===== config.mk =====
export PLATFORM = sky130hd
export DESIGN_NAME = head_sram_wr_ctrl
export DESIGN_NICKNAME = d
export VERILOG_FILES = /design/src/rtl/head_sram_wr_ctrl_pkg.sv /design/src/rtl/head_sram_wr_ctrl_lane_packer.sv /design/src/rtl/head_sram_wr_ctrl.sv
export SDC_FILE = /design/constraint.sdc
export NUM_CORES = 1
export LEC_CHECK = 0
export ABC_AREA = 1
export CORE_MARGIN = 8
export CORE_UTILIZATION = 34
export DETAILED_ROUTE_END_ITERATION = 7
export SYNTH_ARGS = -nofsm -noshare
export SYNTH_HDL_FRONTEND = slang
export SYNTH_SLANG_ARGS = --single-unit
export TNS_END_PERCENT = 20

===== constraint.sdc =====
create_clock -name clk -period 2.81 [get_ports clk]
set_input_delay 0.4215 -clock clk [delete_from_list [all_inputs] [get_ports clk]]
set_output_delay 0.4215 -clock clk [all_outputs]
set_load 0.01 [all_outputs]

===== src/rtl/head_sram_wr_ctrl_pkg.sv =====
// Shared types and sizing for the head SRAM write path: layer phases,
// model configuration and the element-target rule per phase.
package head_sram_wr_ctrl_pkg;

  localparam int IDATA_WIDTH     = 8;
  localparam int MAC_MULT_NUM    = 16;
  localparam int HEAD_CORE_NUM   = 4;
  localparam int HEAD_SRAM_DEPTH = 256;

  localparam int WORD_W = MAC_MULT_NUM * IDATA_WIDTH;
  localparam int ADDR_W = $clog2(HEAD_SRAM_DEPTH);
  localparam int LANE_W = $clog2(MAC_MULT_NUM - 1) + 1;
  localparam int COLS_W = 8;
  localparam int CTX_W  = 10;
  // Largest target is FFN0 with the widest column count.
  localparam int N_MAX  = 4 * ((1 << COLS_W) - 1) * HEAD_CORE_NUM;
  localparam int CNT_W  = $clog2(N_MAX) + 1;

  typedef enum logic [3:0] {
    IDLE_STATE = 4'd0,
    Q_GEN      = 4'd1,
    K_GEN      = 4'd2,
    V_GEN      = 4'd3,
    ATT_QK     = 4'd4,
    ATT_PV     = 4'd5,
    PROJ       = 4'd6,
    FFN0       = 4'd7,
    FFN1       = 4'd8
  } control_state_t;

  typedef struct packed {
    logic [COLS_W-1:0] qkv_weight_cols_per_core;
    logic [CTX_W-1:0]  max_context_length;
  } model_config_t;

  typedef enum logic [1:0] {
    ST_IDLE    = 2'd0,
    ST_COLLECT = 2'd1,
    ST_FLUSH   = 2'd2,
    ST_DONE    = 2'd3
  } wr_state_t;

  function automatic logic [CNT_W-1:0] calc_target(input control_state_t cs,
                                                   input model_config_t cfg);
    logic [CNT_W-1:0] per_pass;
    per_pass = CNT_W'(cfg.qkv_weight_cols_per_core) * CNT_W'(HEAD_CORE_NUM);
    case (cs)
      Q_GEN, K_GEN, V_GEN: calc_target = per_pass;
      ATT_QK:              calc_target = CNT_W'(cfg.max_context_length);
      FFN0:                calc_target = per_pass << 2;
      default:             calc_target = '0;
    endcase
  endfunction

endpackage


===== src/rtl/head_sram_wr_ctrl_lane_packer.sv =====
// Packs element-wide results into SRAM-wide words; emits a registered word
// strobe when the last lane fills or when a partial word is flushed.
module head_lane_packer
  import head_sram_wr_ctrl_pkg::*;
(
  input  logic                   clk,
  input  logic                   rst_n,
  input  logic                   clear,
  input  logic                   push,
  input  logic                   flush,
  input  logic [IDATA_WIDTH-1:0] data,
  output logic                   lane_full,
  output logic                   word_vld,
  output logic [WORD_W-1:0]      word
);

  logic [WORD_W-1:0] buf_reg;
  logic [LANE_W-1:0] lane_reg;
  logic [WORD_W-1:0] merged;

  assign lane_full = (lane_reg == LANE_W'(MAC_MULT_NUM - 1));

  generate
    for (genvar gi = 0; gi < MAC_MULT_NUM; gi++) begin : g_lane
      assign merged[gi*IDATA_WIDTH +: IDATA_WIDTH] =
          (lane_reg == LANE_W'(gi)) ? data : buf_reg[gi*IDATA_WIDTH +: IDATA_WIDTH];
    end
  endgenerate

  // The buffer is cleared whenever a word leaves so unfilled lanes read as zero.
  always_ff @(posedge clk or negedge rst_n) begin
    if (!rst_n) begin
      buf_reg  <= '0;
      lane_reg <= '0;
      word_vld <= 1'b0;
      word     <= '0;
    end else begin
      word_vld <= 1'b0;
      if (clear) begin
        buf_reg  <= '0;
        lane_reg <= '0;
      end else if (push) begin
        if (lane_full) begin
          word     <= merged;
          word_vld <= 1'b1;
          buf_reg  <= '0;
          lane_reg <= '0;
        end else begin
          buf_reg  <= merged;
          lane_reg <= lane_reg + LANE_W'(1);
        end
      end else if (flush) begin
        word     <= buf_reg;
        word_vld <= 1'b1;
        buf_reg  <= '0;
        lane_reg <= '0;
      end
    end
  end

endmodule


===== src/rtl/head_sram_wr_ctrl.sv =====
// Collects head-core result elements for one layer phase and writes them to
// the head SRAM as packed words at consecutive addresses, then pulses finish.
module head_sram_wr_ctrl
  import head_sram_wr_ctrl_pkg::*;
(
  input  logic                   clk,
  input  logic                   rst_n,
  input  control_state_t         control_state,
  input  logic                   control_state_update,
  input  logic                   model_cfg_vld,
  input  model_config_t          model_cfg,
  input  logic                   start,
  input  logic                   in_vld,
  input  logic [IDATA_WIDTH-1:0] in_data,
  output logic                   head_sram_wen,
  output logic [ADDR_W-1:0]      head_sram_waddr,
  output logic [WORD_W-1:0]      head_sram_wdata,
  output logic                   finish
);

  control_state_t   cs_reg;
  model_config_t    cfg_reg;
  logic             start_q;
  wr_state_t        state_reg, state_next;
  logic [CNT_W-1:0] n_reg, n_calc, elem_cnt_reg;
  logic [ADDR_W-1:0] waddr_reg;
  logic             finish_reg;

  logic restart, push, last_push, flush_word, finish_next, lane_full;

  assign n_calc          = calc_target(cs_reg, cfg_reg);
  assign head_sram_waddr = waddr_reg;
  assign finish          = finish_reg;

  always_ff @(posedge clk or negedge rst_n) begin
    if (!rst_n) begin
      state_reg <= ST_IDLE;
    end else begin
      state_reg <= state_next;
    end
  end

  always_comb begin
    state_next = state_reg;
    case (state_reg)
      ST_IDLE, ST_COLLECT, ST_FLUSH: begin
        if (restart) begin
          state_next = (n_calc != '0) ? ST_COLLECT : ST_IDLE;
        end else if (state_reg == ST_FLUSH) begin
          state_next = ST_DONE;
        end else if (last_push) begin
          state_next = lane_full ? ST_DONE : ST_FLUSH;
        end
      end
      default: state_next = ST_IDLE;
    endcase
  end

  // A start arriving mid-pass wins over data on the same cycle, so the
  // aborted partial word is never written.
  always_comb begin
    restart     = start_q && (state_reg != ST_DONE);
    push        = (state_reg == ST_COLLECT) && !start_q && in_vld;
    last_push   = push && (elem_cnt_reg == n_reg - CNT_W'(1));
    flush_word  = (state_reg == ST_FLUSH) && !start_q;
    finish_next = (state_reg == ST_DONE) || (restart && (n_calc == '0));
  end

  always_ff @(posedge clk or negedge rst_n) begin
    if (!rst_n) begin
      cs_reg       <= IDLE_STATE;
      cfg_reg      <= '0;
      start_q      <= 1'b0;
      n_reg        <= '0;
      elem_cnt_reg <= '0;
      waddr_reg    <= '0;
      finish_reg   <= 1'b0;
    end else begin
      if (control_state_update) cs_reg <= control_state;
      if (model_cfg_vld) cfg_reg <= model_cfg;
      start_q    <= start;
      finish_reg <= finish_next;
      if (restart) begin
        n_reg        <= n_calc;
        elem_cnt_reg <= '0;
        waddr_reg    <= '0;
      end else begin
        if (push) elem_cnt_reg <= elem_cnt_reg + CNT_W'(1);
        if (head_sram_wen) waddr_reg <= waddr_reg + ADDR_W'(1);
      end
    end
  end

  head_lane_packer u_packer (
    .clk       (clk),
    .rst_n     (rst_n),
    .clear     (restart),
    .push      (push),
    .flush     (flush_word),
    .data      (in_data),
    .lane_full (lane_full),
    .word_vld  (head_sram_wen),
    .word      (head_sram_wdata)
  );

endmodule

==> metrics.csv, run 1 <==
stage,metric,value,unit
yosys,yosys_warnings,0,
die,io_pins,174,
sta,fin_skew,0.00994,ns
cts,post-cts-setup-buffer-count,0,
layout,area_delta_synth_final,24.4,%
sta,finalHoldViolCount,0,
yosys,avgSynthCellArea,8.49,um^2
grt,grt_max_degree,93,
route,viasPerCell,5.06,
cts,path_clk_slew,0.06,ns
placed_design,hpwl,28.2,mm
yosys,syn_area,15000,um^2
route,vias,12751,
sta,setup-violations-final,0,
die,die_h,226,um
cts,h-tree-depth,2,
layout,final_layout_size_suffix_gt1_share,6.64,%
worst_setup_path,required,3.22,ns
sta,max_slew.worst_pin.slew,0.902,ns
die,die_area,51000,um^2
route,drtIter0Drc,1249,
worst_setup_path,cp-start-kind,register,
placed_design,post-place-cells,2452,
status,status,"finished, final reports clean",
sta,timing.final.crit_share,76.4,%
yosys,synthCells,1763,
die,start_util,34.2,%
grt,grt_usage,17.1,%
grt,grt-ovfl-total,0,
power_and_ir_drop,p_int,9050,uW
die,rows,77,
yosys,yosysSeqAreaShare,53.6,%
layout,fin_area,18600,um^2
yosys,ys_types,33,
sta,max_freq,0.466,GHz
grt,grt_pass1_vias,12852,
cts,cts_buffers,37,
die,fp.dieW,226,um
layout,instances_no_fill,2519,
power_and_ir_drop,swShare,28.8,%
power_and_ir_drop,ir_worst_vdd,0.000329,V
route,drtPass1Iterations,5,
cts,ctsHoldBuffers,1,
cts,insertion_delay,0.54,ns
yosys,synthesis.nets,1806,
placed_design,place_area,17400,um^2
layout,final_net_count,1943,
route,drt_drc_violations_left,0,
route,wl_per_cell,17.3,um
power_and_ir_drop,switching_power,3670,uW
cts,cts.sinks,321,
power_and_ir_drop,combPwrFrac,18.9,%
sta,tns,0,ns
grt,antenna_found_initial,0,
worst_setup_path,critPathCaptureType,register,
cts,cts_resized,0,
cts,cts_tree,yes,
route,routed_wl,43.5,mm
sta,maxSlewViolCount,0,
job,cap_violations,0,
worst_hold_path,hp-class,in2reg,
grt,grt_pass1_wl,70.3,mm
yosys,synth_seq_cells,321,
sta,rsz0062_at_grt,false,
cts,cts-root-buf,clkbuf_16,
sta,relSlewSlack,39.8,%
worst_setup_path,path_max_fanout,57,
power_and_ir_drop,powerDensity,683,nW/um^2
cts,ctsLongestPathBuffers,3,
power_and_ir_drop,power_frac_seq,42.2,%
sta,period_minus_slack,2.15,ns
die,core,43800,um^2
placed_design,io_buffers,173,
worst_setup_path,cp.arrival,2.56,ns
power_and_ir_drop,power.leakage,0.00851,uW
route,ant_nets,0,
placed_design,gp_congestion,0.812,
layout,antenna_cells,0,
worst_setup_path,worstSetupPathType,reg2reg,
power_and_ir_drop,clkPwrFrac,38.9,%
sta,hold_ws,0.338,ns
layout,fin_util,42.5,%
[worst max-delay path: stages, from the launching register on]
cell     delay, ns
dfrtp_1       0.44
ha_1          0.25
inv_2         0.07
nor2_2        0.06
inv_2         0.07
nor2_4        0.04
nor2_4        0.16
nor2_4        0.07
inv_4         0.40
buf_12        0.28
o21ai_0       0.14
[layout by cell type (no fill, tap or decap), drive strengths merged, types with 5 or more instances in the layout]
cell type	count
dfrtp	321
a22o	33
o22ai	89
o211ai	62
buf	37
xnor2	5
clkinv	10
nor3	10
nor2	115
clkdlybuf4s50	172
a21oi	159
nand2	412
nand3	31
o21ai	205
inv	172
clkbuf	50
ha	7
mux2	12
xor2	8
[layout make-up]
cell class	count	area, um^2
flip-flops and latches	321	8030
clock inverters	16	175
multi-input cells	1160	5800
fillers	4331	25200
repair buffers	210	2170
well taps	592	741
clock buffers	50	1070
inverters	170	643
[layer usage]
layer	vias up	wire length (um)	global-route usage, %
met5	-	0	0
met4	0	1140	5.68
met3	74	2620	3.34
met2	338	20100	27.7
met1	6143	19600	22.8
li1	6196	-	-
[synth_stat cells]
library cell | number | share of area (%)
nor3_1 | 8 | 0.27
nand2_4 | 1 | 0.075
o21bai_1 | 3 | 0.15
buf_2 | 37 | 1.2
clkbuf_1 | 62 | 1.6
buf_6 | 5 | 0.38
nor2_2 | 3 | 0.13
o211ai_1 | 62 | 3.1
inv_2 | 6 | 0.15
o21a_1 | 1 | 0.050
xnor2_1 | 5 | 0.29
inv_1 | 163 | 4.1
o21ai_0 | 195 | 6.5
ha_1 | 7 | 0.58
a22o_1 | 33 | 1.9
dfrtp_1 | 321 | 54
nor3b_1 | 2 | 0.10
xor2_1 | 8 | 0.47
nand2_1 | 411 | 10
o22ai_1 | 89 | 3.7
buf_1 | 8 | 0.20
nand4_2 | 1 | 0.084
nand4_1 | 2 | 0.084
a31oi_1 | 2 | 0.084
o21ai_1 | 10 | 0.33
nand3b_1 | 1 | 0.050
nor2_4 | 4 | 0.30
mux2_2 | 12 | 0.90
nor2_1 | 108 | 2.7
nand3_1 | 31 | 1.0
nor3_2 | 2 | 0.13
a21oi_1 | 159 | 5.3
clkinv_1 | 1 | 0.025
[power by group through the flow]
stage          Sequential (uW)  Combinational (uW)  Clock, uW
2_1_floorplan             5520                1020          0
3_3_place_gp              5450                2430          0
3_5_place_dp              5450                2470          0
4_1_cts                   5370                2470       5090
5_1_grt                   5420                2660       5290
6_report                  5370                2410       4940
[per-stage QoR]
stage / setup slack, ns / power [uW]
final: 0.663 / 12700
after global routing: 0.405 / 13400
after floorplan: 0.981 / 6530
after detailed placement: 0.313 / 7910
after CTS: 0.609 / 12900
after global placement: 0.354 / 7880
[cells by family (layout without fill, tap and decap cells)]
logic type,after synthesis,in the layout,synth area share [%]
and+or+nand+nor,574,574,15.3
AOI/OAI and AO/OA,554,554,21.2
DFF,321,321,53.6
buffers and inverters,282,446,7.63
xor gates and xnor gates,13,13,0.760
muxes,12,12,0.902
adders and majority gates,7,7,0.585
[final timing paths]
check,depth (start not counted),from,slack (ns),to
setup / recovery,10,u_packer.lane_reg[0]$_DFFE_PN0P_,0.66,u_packer.word[13]$_DFFE_PN0P_
hold / removal,1,start,0.34,start_q$_DFF_PN0_
setup reg to reg,10,u_packer.lane_reg[0]$_DFFE_PN0P_,0.66,u_packer.word[13]$_DFFE_PN0P_
hold reg to reg,2,u_packer.word[108]$_DFFE_PN0P_,0.48,u_packer.word[108]$_DFFE_PN0P_
max in group asynchronous,3,rst_n,1.48,u_packer.word[66]$_DFFE_PN0P_
min in group asynchronous,2,rst_n,0.46,u_packer.buf_reg[45]$_DFFE_PN0P_
Note: power is estimated with default switching activity, not from simulation.
==> run 2, diff against run 1 <==
==> constraint.sdc (replaced) <==
create_clock -name clk -period 2.2 [get_ports clk]
set_input_delay 0.33 -clock clk [delete_from_list [all_inputs] [get_ports clk]]
set_output_delay 0.33 -clock clk [all_outputs]
set_load 0.01 [all_outputs]
==> metrics.csv, run 2 (same netlist as run 1, synthesis figures left out) <==
stage,metric,value,unit
cts,ctsLongestPathBuffers,3,
placed_design,post-place-cells,2486,
die,rows,77,
layout,layout_common_cells,"408 x nand2_1, 320 x dfrtp_1, 195 x o21ai_0",
cts,insertion_delay,0.54,ns
cts,h-tree-depth,2,
grt,antenna_found_initial,0,
worst_setup_path,cp.arrival,2.47,ns
sta,finalHoldViolCount,0,
placed_design,gp_congestion,0.816,
sta,maxSlewViolCount,0,
layout,antenna_cells,0,
grt,grt_max_degree,81,
grt,grt_pass1_wl,69.8,mm
status,status,"finished, final reports clean",
worst_setup_path,required,2.61,ns
sta,timing.final.crit_share,93.5,%
cts,cts_tree,yes,
sta,relSlewSlack,61.8,%
route,drtPass1Iterations,5,
route,wl_per_cell,17.1,um
cts,cts-root-buf,clkbuf_16,
cts,path_clk_slew,0.06,ns
layout,final_net_count,1986,
worst_hold_path,hp-class,in2reg,
die,core,43800,um^2
layout,multi_input_area,5810,um^2
layout,final_layout_size_suffix_gt1_share,8.65,%
worst_setup_path,cpPeakStageDelay,0.39,ns
sta,max_slew.worst_pin.slew,0.571,ns
worst_setup_path,critPathCaptureType,register,
route,drt_drc_violations_left,0,
placed_design,hpwl,29.2,mm
sta,hold_ws,0.256,ns
die,die_h,226,um
die,fp.dieW,226,um
power_and_ir_drop,power.leakage,0.00867,uW
layout,instances_no_fill,2558,
die,die_area,51000,um^2
route,ant_nets,0,
job,cap_violations,0,
layout,fin_util,43.3,%
die,io_pins,174,
sta,rsz0062_at_grt,true,
power_and_ir_drop,powerDensity,842,nW/um^2
worst_setup_path,worstSetupPathType,reg2reg,
cts,cts.sinks,321,
layout,regArea,8030,um^2
route,drtIter0Drc,1050,
power_and_ir_drop,fin_total_pwr,16000,uW
layout,area_delta_synth_final,26.7,%
power_and_ir_drop,ir_worst_vdd,0.000413,V
layout,fillers,4300,
worst_setup_path,path_max_fanout,13,
placed_design,io_buffers,173,
cts,cts_buffers,37,
worst_setup_path,crit_slowest_cell,dfrtp_1,
worst_setup_path,crit_chain,inv_1 -> ha_1 -> nand2_1 -> inv_1 -> nand2_1 -> clkinvlp_4 -> buf_4 -> o21ai_0 -> a21oi_1 -> a21oi_1 -> o21ai_0,
sta,setup-violations-final,0,
sta,period_minus_slack,2.06,ns
route,vias,13021,
sta,fin_skew,0.0122,ns
layout,final_common_cell,nand2_1,
placed_design,place_area,17700,um^2
grt,grt_usage,16.9,%
layout,fin_area,19000,um^2
grt,grt_pass1_vias,12611,
worst_setup_path,cp-start-kind,register,
route,viasPerCell,5.09,
sta,max_freq,0.486,GHz
die,start_util,34.2,%
grt,grt-ovfl-total,0,
route,routed_wl,43.8,mm
-- run 2: cell count changes in the layout (fill, tap and decap cells not counted), moves of 2 or more --
cell	previous run	this run
clkbuf_8	5	7
inv_6	2	0
clkinvlp_4	1	5
clkbuf_16	39	37
nand2_1	411	408
bufinv_16	3	1
clkbuf_1	6	12
buf_12	12	21
nand2_2	0	3
inv_1	161	157
buf_4	24	58
clkinv_2	8	4
-- run 2: cell type report --
class | count | share of cell area (%)
clock inverters | 6 | 0.303
multi-input cells | 1160 | 30.6
well taps | 592 | 3.91
inverters | 170 | 3.47
repair buffers | 253 | 13.7
clock buffers | 56 | 5.63
flip-flops and latches | 321 | 42.4
-- run 2: stage by stage --
step | setup TNS (ns) | setup slack (ns)
detailed placement | -0.0145 | -0.00644
global route | -0.0543 | -0.0160
CTS | 0 | 0.0431
finish | 0 | 0.144
floorplan | 0 | 0.371
global placement | 0 | 0.0395
-- run 2: power by group --
part / total, uW / switching (uW) / internal (uW)
logic: 3270 / 1780 / 1490
clock network: 5860 / 2420 / 3440
registers: 6850 / 406 / 6440
-- run 2: repair_timing --
action	in CTS	in global routing
setup endpoints to repair	0	66
gates resized for setup	0	9
buffers inserted	0	9
hold endpoints to repair	31	0
hold buffers	1	0
-- run 2: metal layers --
metal	global-route usage, %	vias up	part of all wire [%]
met1	23.1	6331	45
met4	5.47	0	2.6
met2	27.1	353	46
li1	-	6273	-
met3	2.95	64	5.9
met5	0	-	0
-- run 2: final timing paths --
check	from	end	slack, ns	depth (start not counted)
max	u_packer.lane_reg[1]$_DFFE_PN0P_	u_packer.word[12]$_DFFE_PN0P_	0.14	11
min	start	start_q$_DFF_PN0_	0.26	1
max reg2reg	u_packer.lane_reg[1]$_DFFE_PN0P_	u_packer.word[12]$_DFFE_PN0P_	0.14	11
min reg2reg	u_packer.word[109]$_DFFE_PN0P_	u_packer.word[109]$_DFFE_PN0P_	0.48	2
max in group asynchronous	rst_n	u_packer.word[82]$_DFFE_PN0P_	1.12	3
min in group asynchronous	rst_n	u_packer.buf_reg[107]$_DFFE_PN0P_	0.30	2
-- run 2: critical path, delay by kind of cell, from the launching register on --
kind	cells	cell delay, ns
adders and majority gates	1	0.18
DFF	1	0.39
and+or+nand+nor	2	0.26
buffers and inverters	4	0.67
AOI/OAI and AO/OA	4	0.43
==> run 3, diff against run 2 <==
--- a/config.mk
+++ b/config.mk
@@ -9,6 +9,7 @@
 export CORE_MARGIN = 8
 export CORE_UTILIZATION = 34
 export DETAILED_ROUTE_END_ITERATION = 7
+export SKIP_LAST_GASP = 1
 export SYNTH_ARGS = -nofsm -noshare
 export SYNTH_HDL_FRONTEND = slang
 export SYNTH_SLANG_ARGS = --single-unit
==> metrics.csv, run 3 (same netlist as run 1, synthesis figures left out) <==
stage,metric,value,unit
status,status,"finished, final reports clean",
power_and_ir_drop,clkPwrFrac,36.7,%
power_and_ir_drop,fin_total_pwr,16000,uW
worst_setup_path,cpPeakStageDelay,0.45,ns
worst_setup_path,critPathCaptureType,register,
route,viasPerCell,5.05,
sta,max_slew.worst_pin.slew,0.571,ns
power_and_ir_drop,p_int,11400,uW
worst_setup_path,required,2.60,ns
cts,cts-root-buf,clkbuf_16,
die,start_util,34.2,%
die,die_area,51000,um^2
worst_hold_path,hp-class,in2reg,
sta,timing.final.crit_share,94.6,%
placed_design,io_buffers,173,
layout,final_layout_size_suffix_gt1_share,8.44,%
worst_setup_path,cp-start-kind,register,
route,wl_per_cell,17.1,um
sta,tns,0,ns
cts,path_clk_slew,0.06,ns
cts,insertion_delay,0.54,ns
layout,final_net_count,1986,
placed_design,gp_congestion,0.816,
layout,fillers,4300,
sta,finalHoldViolCount,0,
worst_setup_path,critPathTopFamily,buffers and inverters,
grt,grt_usage,16.9,%
worst_setup_path,worstSetupPathType,reg2reg,
grt,grt_max_degree,81,
worst_setup_path,path_max_fanout,6,
worst_setup_path,crit_buf_inv,4,
sta,setup-violations-final,0,
die,core,43800,um^2
power_and_ir_drop,switching_power,4600,uW
route,drtIter0Drc,987,
route,drtPass1Iterations,5,
sta,fin_skew,0.0128,ns
route,drt_drc_violations_left,0,
grt,grt_pass1_vias,12611,
power_and_ir_drop,powerDensity,843,nW/um^2
route,routed_wl,43.7,mm
die,die_h,226,um
power_and_ir_drop,swShare,28.8,%
cts,cts_tree,yes,
layout,area_delta_synth_final,26.6,%
grt,antenna_found_initial,0,
worst_setup_path,crit_chain,inv_1 -> ha_1 -> nand2_1 -> inv_1 -> nand2_1 -> clkinvlp_4 -> buf_4 -> o21ai_0 -> a21oi_1 -> a21oi_1 -> o21ai_0,
sta,max_freq,0.481,GHz
sta,hold_ws,0.256,ns
route,vias,12928,
cts,ctsLongestPathBuffers,3,
layout,final_common_cell,nand2_1,
cts,h-tree-depth,2,
layout,antenna_cells,0,
sta,relSlewSlack,61.8,%
power_and_ir_drop,power.leakage,0.00867,uW
worst_setup_path,crit_slowest_cell,dfrtp_1,
grt,grt_pass1_wl,69.8,mm
cts,cts.sinks,321,
sta,rsz0062_at_grt,true,
sta,maxSlewViolCount,0,
power_and_ir_drop,ir_worst_vdd,0.000413,V
worst_setup_path,cp.arrival,2.49,ns
die,rows,77,
cts,cts_buffers,37,
sta,period_minus_slack,2.08,ns
route,ant_nets,0,
layout,layout_common_cells,"411 x nand2_1, 321 x dfrtp_1, 195 x o21ai_0",
grt,grt-ovfl-total,0,
die,fp.dieW,226,um
placed_design,hpwl,29.2,mm
power_and_ir_drop,combPwrFrac,20.4,%
job,cap_violations,0,
power_and_ir_drop,power_frac_seq,42.9,%
layout,fin_util,43.3,%
die,io_pins,174,
[run 3: changes by cell type in the layout (fill, tap and decap cells not counted)]
cell,previous run,this run
nand2_2,3,0
dfrtp_1,320,321
dfrtp_2,1,0
nand2_1,408,411
[run 3: what timing repair did]
item                                    4_1_cts  5_1_grt
setup buffers                                 0        9
endpoints found under the hold margin        31        0
gates resized for setup                       0        5
endpoints found under the setup margin        0       66
hold buffers                                  1        0
[run 3: power by group through the flow]
stage	clock [uW]	combinational (uW)	sequential, uW
after global routing	6260	3590	6910
final	5860	3270	6850
after floorplan	0	1300	7040
after CTS	6040	3300	6850
after detailed placement	0	3280	6950
after global placement	0	3230	6950
[run 3: layout make-up]
class | instances | area (um^2) | area share (%)
tap | 592 | 741 | 3.91
sequential | 321 | 8030 | 42.4
inverter | 170 | 658 | 3.47
clock buffer | 56 | 1070 | 5.63
multi-input combinational | 1160 | 5800 | 30.6
timing repair buffer | 253 | 2600 | 13.7
clock inverter | 6 | 57.6 | 0.304
[run 3: per-stage QoR]
stage / setup WS (ns) / std cells / area, um^2
after floorplan: 0.371 / 1763 / 15000
after global placement: 0.0395 / 2486 / 17700
after detailed placement: -0.00644 / 2486 / 17700
after CTS: 0.0431 / 2549 / 18900
after global routing: -0.0709 / 2558 / 19000
final: 0.119 / 2558 / 19000
[run 3: layer usage]
| layer | share of wire [%] | global-route usage (%) |
|---|---|---|
| met4 | 2.6 | 5.47 |
| met1 | 46 | 23.1 |
| met3 | 5.4 | 2.95 |
| met5 | 0 | 0 |
| met2 | 46 | 27.1 |
[run 3: path summary, 6_finish.rpt]
check                      cells past startpoint                              from  slack, ns                           endpoint
setup / recovery                              11  u_packer.lane_reg[0]$_DFFE_PN0P_       0.12      u_packer.word[18]$_DFFE_PN0P_
hold / removal                                 1                             start       0.26                  start_q$_DFF_PN0_
min in group asynchronous                      2                             rst_n       0.30  u_packer.buf_reg[107]$_DFFE_PN0P_
hold reg to reg                                2     u_packer.word[88]$_DFFE_PN0P_       0.48      u_packer.word[88]$_DFFE_PN0P_
setup reg to reg                              11  u_packer.lane_reg[0]$_DFFE_PN0P_       0.12      u_packer.word[18]$_DFFE_PN0P_
max in group asynchronous                      3                             rst_n       1.13      u_packer.word[77]$_DFFE_PN0P_
